## src/rtl/sample_scheduler.sv

```systemverilog
// Purpose: sample-rate strobe generator; one 16-clock SPI ADC read and one DAC update per strobe.
// Latency: tick in cycle T -> cs low and dac update at T+1, adc_valid at T+1+33*SCLK_HALF.
// Backpressure: one-deep DAC holding register; dac_in_ready low while it is full, cleared by each tick.
//
// Ports:
//   sysclk, reset                - system clock, asynchronous active-high reset
//   enable                       - level; while low the period counter is held at 0
//   dac_in/dac_in_valid/ready    - modulator write into the DAC holding register
//   dac                          - registered DAC pins, updated on each tick
//   cs, sclk, sdo                - ADC serial port (cs active low, sclk idles high, sdo MSB first)
//   adc_data, adc_valid          - last captured sample and its one-cycle update strobe
//   sample_tick                  - one-cycle strobe per sample period
//   overrun, underrun, frame_err - one-cycle status pulses
module sample_scheduler #(
    parameter int         SAMPLE_DIV = 250,
    parameter int         SCLK_HALF  = 2,
    parameter logic [7:0] DAC_IDLE   = 8'h80
) (
    input  logic        sysclk,
    input  logic        reset,
    input  logic        enable,
    input  logic [7:0]  dac_in,
    input  logic        dac_in_valid,
    output logic        dac_in_ready,
    output logic [7:0]  dac,
    output logic        cs,
    output logic        sclk,
    input  logic        sdo,
    output logic [11:0] adc_data,
    output logic        adc_valid,
    output logic        sample_tick,
    output logic        overrun,
    output logic        underrun,
    output logic        frame_err
);

    localparam int CNT_W = (SAMPLE_DIV > 2) ? $clog2(SAMPLE_DIV) : 1;
    localparam logic [CNT_W-1:0] CNT_LAST = CNT_W'(SAMPLE_DIV - 1);
    localparam logic [CNT_W-1:0] CNT_PRE  = CNT_W'(SAMPLE_DIV - 2);

    localparam int PH_W = $clog2(2 * SCLK_HALF) + 1;
    localparam logic [PH_W-1:0] HALF_LAST = PH_W'(SCLK_HALF - 1);
    localparam logic [PH_W-1:0] PER_LAST  = PH_W'(2 * SCLK_HALF - 1);

    typedef enum logic [1:0] {IDLE, SETUP, SHIFT, QUIET} state_t;

    logic [CNT_W-1:0] count;
    logic             full;
    logic [7:0]       hold;
    state_t           state;
    logic [PH_W-1:0]  ph;
    logic [3:0]       bit_cnt;
    logic [15:0]      shift;

    assign dac_in_ready = ~full;

    // Period counter. The tick is registered one count early so that it is
    // high exactly while the count sits at SAMPLE_DIV-1.
    always_ff @(posedge sysclk or posedge reset) begin
        if (reset) begin
            count       <= '0;
            sample_tick <= 1'b0;
        end else if (!enable) begin
            count       <= '0;
            sample_tick <= 1'b0;
        end else begin
            count       <= (count == CNT_LAST) ? '0 : count + CNT_W'(1);
            sample_tick <= (count == CNT_PRE);
        end
    end

    // DAC holding register. A write can only land while empty, so a tick that
    // drains the register never collides with a write in the same cycle; a
    // write coincident with an empty-register tick is kept for the next tick.
    always_ff @(posedge sysclk or posedge reset) begin
        if (reset) begin
            full     <= 1'b0;
            hold     <= '0;
            dac      <= DAC_IDLE;
            underrun <= 1'b0;
        end else begin
            underrun <= 1'b0;
            if (sample_tick) begin
                if (full) begin
                    dac  <= hold;
                    full <= 1'b0;
                end else begin
                    underrun <= 1'b1;
                end
            end
            if (dac_in_valid && !full) begin
                hold <= dac_in;
                full <= 1'b1;
            end
        end
    end

    // SPI read FSM. ph counts cycles within SETUP, within one sclk period in
    // SHIFT, and within QUIET.
    always_ff @(posedge sysclk or posedge reset) begin
        if (reset) begin
            state     <= IDLE;
            ph        <= '0;
            bit_cnt   <= '0;
            shift     <= '0;
            cs        <= 1'b1;
            sclk      <= 1'b1;
            adc_data  <= '0;
            adc_valid <= 1'b0;
            frame_err <= 1'b0;
            overrun   <= 1'b0;
        end else begin
            adc_valid <= 1'b0;
            frame_err <= 1'b0;
            overrun   <= sample_tick && (state != IDLE);
            case (state)
                IDLE: begin
                    cs   <= 1'b1;
                    sclk <= 1'b1;
                    if (sample_tick) begin
                        state <= SETUP;
                        cs    <= 1'b0;
                        ph    <= '0;
                    end
                end
                SETUP: begin
                    if (ph == HALF_LAST) begin
                        state   <= SHIFT;
                        sclk    <= 1'b0;
                        ph      <= '0;
                        bit_cnt <= '0;
                    end else begin
                        ph <= ph + PH_W'(1);
                    end
                end
                SHIFT: begin
                    // sdo is captured on the edge that drives sclk high.
                    if (ph == HALF_LAST) begin
                        sclk  <= 1'b1;
                        shift <= {shift[14:0], sdo};
                    end
                    if (ph == PER_LAST) begin
                        ph <= '0;
                        if (bit_cnt == 4'd15) begin
                            state     <= QUIET;
                            cs        <= 1'b1;
                            adc_data  <= shift[11:0];
                            adc_valid <= 1'b1;
                            frame_err <= |shift[15:12];
                        end else begin
                            sclk    <= 1'b0;
                            bit_cnt <= bit_cnt + 4'd1;
                        end
                    end else begin
                        ph <= ph + PH_W'(1);
                    end
                end
                QUIET: begin
                    if (ph == PER_LAST) begin
                        state <= IDLE;
                        ph    <= '0;
                    end else begin
                        ph <= ph + PH_W'(1);
                    end
                end
                default: state <= IDLE;
            endcase
        end
    end

endmodule

```

## config.mk

```make
export PLATFORM = sky130hd
export DESIGN_NAME = sample_scheduler
export DESIGN_NICKNAME = d
export VERILOG_FILES = /design/src/rtl/sample_scheduler.sv
export SDC_FILE = /design/constraint.sdc
export NUM_CORES = 1
export LEC_CHECK = 0
export ABC_AREA = 1
export ABC_CLOCK_PERIOD_IN_PS = 2400
export BUFFER_PORTS_ARGS = -buffer_cell sky130_fd_sc_hd__buf_2
export CORE_MARGIN = 2
export CORE_UTILIZATION = 47
export CTS_CLUSTER_SIZE = 25
export DETAILED_ROUTE_END_ITERATION = 10
export PLACE_DENSITY = 0.67
export SYNTH_ARGS = -nofsm -noshare
export SYNTH_HDL_FRONTEND = slang
export SYNTH_SLANG_ARGS = --single-unit
```

## constraint.sdc

```tcl
create_clock -name sysclk -period 2.4 [get_ports sysclk]
set_input_delay 0.48 -clock sysclk [delete_from_list [all_inputs] [get_ports sysclk]]
set_output_delay 0.48 -clock sysclk [all_outputs]
set_load 0.02 [all_outputs]
```

# Word-level counts from Yosys, hierarchy flattened
# Cells that the tools add are included.
[word_totals]
ff_bits = 69
inputBits = 13
output_inout_bits = 28
wordCells = 88
[op_classes]
addsub = 3
eq_ne = 14
mux = 36
bitwise = 1
reduce_logical = 18
[op_table]
columns = ["op", "n"]
rows = [
  ["2-to-1 mux 1 bit", 18],
  ["== test 8 bit (second input constant)", 2],
  ["2-to-1 mux 8 bit", 2],
  ["2-to-1 mux 4 bit", 3],
  ["!= test 2 bit (second input constant)", 6],
  ["2-to-1 mux 2 bit", 5],
  ["2-to-1 mux 3 bit", 3],
  ["one-hot mux 3 bit (3 select lines)", 1],
  ["adder 8 x 1 -> 8 bit (second input constant)", 1],
  ["one-hot mux 2 bit (4 select lines)", 1],
  ["one-hot mux 4 bit (2 select lines)", 1],
  ["nonzero test 2 bit", 4],
  ["AND reduction 2 bit", 3],
  ["AND reduction 3 bit", 2],
  ["AND reduction 5 bit", 1],
  ["adder 4 x 1 -> 4 bit (second input constant)", 1],
  ["== test 2 bit (second input constant)", 2],
  ["== test 4 bit (second input constant)", 1],
  ["AND reduction 4 bit", 1],
  ["OR reduction 4 bit", 1],
  ["adder 3 x 1 -> 3 bit (second input constant)", 1],
  ["== test 3 x 1 -> 1 bit (second input constant)", 1],
  ["== test 3 x 2 -> 1 bit (second input constant)", 1],
  ["one-hot mux 1 bit (3 select lines)", 1],
  ["other kinds (8)", 9],
]

# Logic depth before layout (Yosys ltp)
# Gate-level depths: netlist of run 1.
[logic_depth]
ltp_word = 5
mapped_depth = 10

# Worst setup path after synthesis of run 1
# Ideal clock, no wire load.
[synth_path]
path_kind = "register to register"
from = "register state[0]"
to = "register shift[10]"
setup_ns = 0.132
arrival_ns = 1.270
required_ns = 2.268
setup_slack_ns = 0.998
stages_incl_launch_ff = 7
synth_period_minus_slack_ns = 1.402
cell_sequence = "dfrtp_1 -> inv_1 -> ha_1 -> buf_4 -> nand3_1 -> clkbuf_1 -> o21ai_0"
[synth_between]
elab_chain_cells = 2
[synth_rtl]
columns = ["element", "line_no", "rtl"]
rows = [
  ["from (decl)", "50", "state_t state;"],
  ["from (signal assigned)", "102", "state <= IDLE;"],
  ["from (signal assigned)", "121", "state <= SETUP;"],
  ["from (signal assigned)", "128", "state <= SHIFT;"],
  ["== test 2 bit", "116", "case (state)"],
  ["AND reduction 2 bit (no source line)", "--", ""],
  ["to (signal assigned)", "140", "shift <= {shift[14:0], sdo};"],
  ["to (decl)", "53", "logic [15:0] shift;"],
]
# Every way passes these cells.
# A chain may end at the register's enable or synchronous reset.

# Worst setup path in the final report of run 1
[layout_path]
from = "register state[0]"
to = "register state[1]"
[layout_between]
elab_chain_cells = 3
word_cells_on_any_way = 11
[layout_rtl]
columns = ["element", "line_no"]
rows = [
  ["== test 2 bit, or another cell as far along", "116"],
  ["!= test 2 bit (no source line)", "--"],
  ["AND reduction 5 bit (no source line)", "--"],
]
# Parallel ways exist; a longest one is shown, timed or not.

==> flow_summary.ini, run 1 <==
[route]
drc = 0
totalWireLength_mm = 5.06
vias = 2176
postRouteAntennaNets = 0
dr.pass1.iters = 4
wl_per_cell_um = 11.0
drt_iter0_drc = 76
vias_per_cell = 4.75

[floorplanning]
core_um2 = 6350
row_count = 29
die_w_um = 85.1
die_h_um = 85.1
die-area_um2 = 7230
start_util_pct = 48.6
ios = 41

[yosys]
ys_ff_latch = 69
synthCells = 331
synth.net_count = 357
synth_warnings = 0
syn_avg_cell_area_um2 = 9.33
synth_area_um2 = 3090
ys_seq_area_share_pct = 56.0
synth_cell_types = 30

[clocking]
cts_hold_buf = 0
cts_tree = done
cts_resized = 0
clock-sinks = 69
htreeDepth = 3
clk_root_buffer_cell = clkbuf_8
cts_made_buffers = 9
clock_latency_ns = 0.35
cts_buffer_depth = 2
cts_setup_buffers = 0
clk_pin_slew_ns = 0.08

[job]
drv_cap = 0

[pwr]
p_int_mw = 1.67
comb_power_share_pct = 2.3
sequentialPowerShare_pct = 54.1
clkPwrFrac_pct = 43.6
swShare_pct = 23.0
ir_drop_v = 0.000358
power_leakage_nw = 1.83
fin_total_pwr_mw = 2.16
power.switching_mw = 0.499
power.density_nw_per_um2 = 609

[run_status]
status = completed

[global_routing]
grt_usage_pct = 15.4
antenna_found_initial = 0
grt_pass1_vias = 2069
grt_max_degree = 49
grt.overflow.total = 0
grt_first_pass_wirelength_mm = 8.77

[worst_setup_path]
endpoint_kind = register
r2r_slack_ns = 0.75
arrival_ns = 1.88
required_ns = 2.63
crit_type = register to register
crit_path_max_fanout = 10
cp-start-kind = register

[timing]
timing.setup.tns_ns = 0
skew_ns = 0.00832
maxSlewHeadroom_pct = 68.4
worst_pin_slew_ns = 0.473
final.period_utilization_pct = 68.6
grt_setup_unrepaired = false
setup_viol = 0
timing.fmax_mhz = 608
finalCriticalPeriod_ns = 1.65
hold_viol = 0
maxSlewViolCount = 0

[final_layout]
final_layout_size_suffix_gt1_share_pct = 23.9
nFillCells = 572
regArea_um2 = 1730
stdcell_area_um2 = 3560
finalNonFillerCells = 458
multi_input_area_um2 = 1130
final_cell_mix = nand2_1 (74), dfrtp_1 (66), inv_1 (43), buf_2 (40), nor2_1 (35)
syn_to_final_growth_pct = 15.2
final_common_cell = nand2_1
utilization_pct = 56.0
num_antenna_cells = 0
fin_nets = 402

[placement]
gp_congestion = 0.844
post-place-cells = 442
dp_hpwl_mm = 3.51
port_buffers = 40
place_area_um2 = 3360

[min_path]
hold_path.class = input port to asynchronous set/reset pin
## worst max-delay path, stage by stage (launching register included)
cell and delay, ns:
dfrtp_1 0.41, inv_1 0.12, ha_1 0.42, inv_2 0.11, nand2_1 0.09, nand2_1 0.05, nand2_1 0.13, nor2_1 0.08
nand2_1 0.06, nand2_1 0.05
## metal layers
metal	track usage (%)	routed length, um	vias up
met1	19.7	2500	1002
met3	4.77	250	10
met4	8.66	106	0
li1	-	-	1124
met2	23.3	2200	40
met5	0	0	-
## sequential cells by signal (all words and copies together) (netlist names)
signal	flops
bit_cnt	4
frame_err	1
sample_tick	1
adc_data	12
dac	8
adc_valid	1
count	8
full	1
ph	3
cs	1
underrun	1
state	2
overrun	1
shift	16
sclk	1
hold	8
## cell type report
| class | instances | area share (%) |
|---|---|---|
| Inverter | 46 | 4.85 |
| Sequential cell | 69 | 48.6 |
| Clock inverter | 7 | 2.04 |
| Tap cell | 77 | 2.71 |
| Timing Repair Buffer | 42 | 6.40 |
| Clock buffer | 9 | 3.48 |
| Multi-Input combinational cell | 208 | 31.9 |
## per-stage QoR
step	worst slack, ns	hold WS, ns
finish	0.755	0.140
global route	0.589	0.179
CTS	0.743	0.158
detailed placement	0.752	0.460
global placement	0.864	0.436
floorplan	0.185	0.424
## power by group through the flow
| stage | Clock (mW) | Sequential, mW | Combinational, mW |
|---|---|---|---|
| finish | 0.944 | 1.17 | 0.0499 |
| global route | 1.03 | 1.17 | 0.0586 |
| CTS | 0.971 | 1.17 | 0.0533 |
| detailed placement | 0 | 1.19 | 0.0534 |
| global placement | 0 | 1.19 | 0.0514 |
| floorplan | 0 | 1.19 | 0.0295 |
## path summary, 6_finish.rpt
| kind | start | end | cells after the start |
|---|---|---|---|
| setup / recovery | state[0] | state[1] | 9 |
| hold / removal | reset | count[1] | 2 |
| setup reg to reg | state[0] | state[1] | 9 |
| hold reg to reg | full | underrun | 1 |
| max in group asynchronous | reset | dac[7] | 3 |
| min in group sysclk | dac_in[0] | hold[0] | 2 |
## synthesized netlist by cell type
cell type  count  share of area, %
dfrtp_1       66                53
nor2_1        35               4.3
nor3_1         1              0.16
buf_2          2              0.32
nand2_4        1              0.36
a21oi_1       12               1.9
o21ai_2       13               3.7
clkbuf_1       3              0.36
a22oi_4        1              0.69
nor2_4         1              0.36
dfstp_2        3               2.6
xor2_1         3              0.85
nand2_1       74               9.0
nand2_2        5               1.0
a21oi_2        1              0.28
buf_4          1              0.24
nand4_1        2              0.41
inv_1         44               5.3
buf_6          2              0.73
or2_2          1              0.20
nand3_1       10               1.6
ha_1          13               5.3
nand3b_1       1              0.24
nand3_2        1              0.32
nor2_2         1              0.20
o21ai_1        1              0.16
inv_2          2              0.24
xnor2_1        2              0.57
mux2_2         2              0.73
o21ai_0       27               4.4
## cell families (layout without fill, tap and decap cells)
kind of cell | Yosys count | count (layout) | synth area share (%)
muxes | 2 | 2 | 0.729
AOI/OAI and AO/OA | 55 | 55 | 11.1
DFF | 69 | 69 | 56.0
and+or+nand+nor | 133 | 133 | 18.2
adders and majority gates | 13 | 13 | 5.27
xor gates and xnor gates | 5 | 5 | 1.42
buffers and inverters | 54 | 104 | 7.25
Note: power is estimated with default switching activity, not from simulation.
==> inputs of run 2 (changes only) <==
--- a/config.mk
+++ b/config.mk
@@ -6,7 +6,7 @@
 export NUM_CORES = 1
 export LEC_CHECK = 0
 export ABC_AREA = 1
-export ABC_CLOCK_PERIOD_IN_PS = 2400
+export ABC_CLOCK_PERIOD_IN_PS = 1600
 export BUFFER_PORTS_ARGS = -buffer_cell sky130_fd_sc_hd__buf_2
 export CORE_MARGIN = 2
 export CORE_UTILIZATION = 47
==> constraint.sdc (replaced) <==
create_clock -name sysclk -period 1.6 [get_ports sysclk]
set_input_delay 0.32 -clock sysclk [delete_from_list [all_inputs] [get_ports sysclk]]
set_output_delay 0.32 -clock sysclk [all_outputs]
set_load 0.02 [all_outputs]
==> run 2 against run 1 <==
  * Fmax is 12% higher
  * Design area up 2.0%
  * First-iteration DRC count up 47%
  * Critical path type unchanged
==> flow_summary.ini, run 2 (synthesized netlist as in run 1, its figures left out) <==
[clocking]
cts_made_buffers = 9
clock_latency_ns = 0.34
cts_setup_buffers = 0
clock-sinks = 69
htreeDepth = 3
cts_buffer_depth = 2
cts_hold_buf = 0
cts_resized = 1
clk_root_buffer_cell = clkbuf_8
cts_tree = done
clk_pin_slew_ns = 0.07

[worst_setup_path]
cp-start-kind = register
cp_cell_sequence = ha_1 > nand3_2 > nor2_4 > nand2_4 > nand2_1 > o21ai_2
crit_type = register to register
slowest_delay_ns = 0.41
cpMaxStageDelayCell = dfrtp_1
crit_path_max_fanout = 27
arrival_ns = 1.69
path_buf_inv = 0
required_ns = 1.82
crit_family = simple AND/OR/NAND/NOR gates
endpoint_kind = register

[timing]
maxSlewViolCount = 0
hold_slack_ns = 0.0148
skew_ns = 0.0120
maxSlewHeadroom_pct = 65.5
grt_setup_unrepaired = false
worst_pin_slew_ns = 0.516
setup_viol = 0
timing.fmax_mhz = 679
hold_viol = 0
finalCriticalPeriod_ns = 1.47
final.period_utilization_pct = 92.1
timing.setup.tns_ns = 0

[final_layout]
largest_register_ffs = 16
fin_nets = 407
utilization_pct = 57.2
final_cell_mix = nand2_1 (73), dfrtp_1 (66), inv_1 (42), buf_2 (40), nor2_1 (35)
regArea_um2 = 1730
final_common_cell = nand2_1
nFillCells = 573
finalNonFillerCells = 462
syn_to_final_growth_pct = 17.5
final_layout_size_suffix_gt1_share_pct = 25.5
top_regs = shift x16, adc_data x12
num_antenna_cells = 0
regMostFlops = shift
multi_input_area_um2 = 1150

[pwr]
swShare_pct = 22.2
power_leakage_nw = 1.86
power.switching_mw = 0.711
clkPwrFrac_pct = 42.5
fin_total_pwr_mw = 3.20
sequentialPowerShare_pct = 54.9
comb_power_share_pct = 2.6
power.density_nw_per_um2 = 882
ir_drop_v = 0.000627
p_int_mw = 2.49

[floorplanning]
start_util_pct = 48.6
row_count = 29
core_um2 = 6350
die_w_um = 85.1
ios = 41
die-area_um2 = 7230
die_h_um = 85.1

[route]
postRouteAntennaNets = 0
drc = 0
drt_iter0_drc = 112
wl_per_cell_um = 11.3
vias_per_cell = 4.75
vias = 2195
totalWireLength_mm = 5.22
dr.pass1.iters = 4

[global_routing]
grt.overflow.total = 0
grt_max_degree = 33
grt_pass1_vias = 2165
grt_usage_pct = 16.5
grt_first_pass_wirelength_mm = 9.42
antenna_found_initial = 0

[placement]
gp_congestion = 0.789
port_buffers = 40
post-place-cells = 447
dp_hpwl_mm = 3.68

[run_status]
status = completed

[job]
drv_cap = 0

[min_path]
hold_path.class = input port to asynchronous set/reset pin
run 2: power by group through the flow:
stage | clock [mW] | sequential [mW] | combinational [mW]
final | 1.36 | 1.76 | 0.0847
after global routing | 1.48 | 1.76 | 0.0990
after CTS | 1.40 | 1.76 | 0.0885
after detailed placement | 0 | 1.79 | 0.0882
after global placement | 0 | 1.79 | 0.0870
after floorplan | 0 | 1.79 | 0.0448
run 2: final timing paths:
check | startpoint | end | slack [ns] | depth (start not counted)
max in group asynchronous | reset | dac[7] | 1.05 | 3
worst max-delay path | bit_cnt[0] | adc_data[4] | 0.13 | 6
worst max register to register | bit_cnt[0] | adc_data[4] | 0.13 | 6
worst min register to register | full | underrun | 0.46 | 1
min in group sysclk | dac_in[0] | hold[0] | 0.21 | 2
worst min-delay path | reset | count[0] | 0.01 | 2
run 2: final cells by class:
class | instances | area share [%]
Sequential cell | 69 | 47.7
Multi-Input combinational cell | 208 | 31.6
Timing Repair Buffer | 47 | 8.00
Inverter | 46 | 4.86
Clock buffer | 9 | 3.41
Tap cell | 77 | 2.65
Clock inverter | 6 | 1.76
run 2: routing by layer:
metal / global-route usage, % / up-vias / part of all wire (%)
met5: 0 / - / 0
met4: 7.36 / 0 / 1.2
met3: 5.74 / 7 / 5.3
met2: 24.9 / 41 / 45
met1: 21.6 / 1014 / 49
li1: - / 1133 / -
run 2: per-stage QoR:
step,area [um^2],worst slack [ns]
floorplan,3090,0.198
finish,3630,0.127
detailed placement,3430,0.00196
CTS,3620,0.0962
global placement,3430,0.0627
global route,3630,0.00887
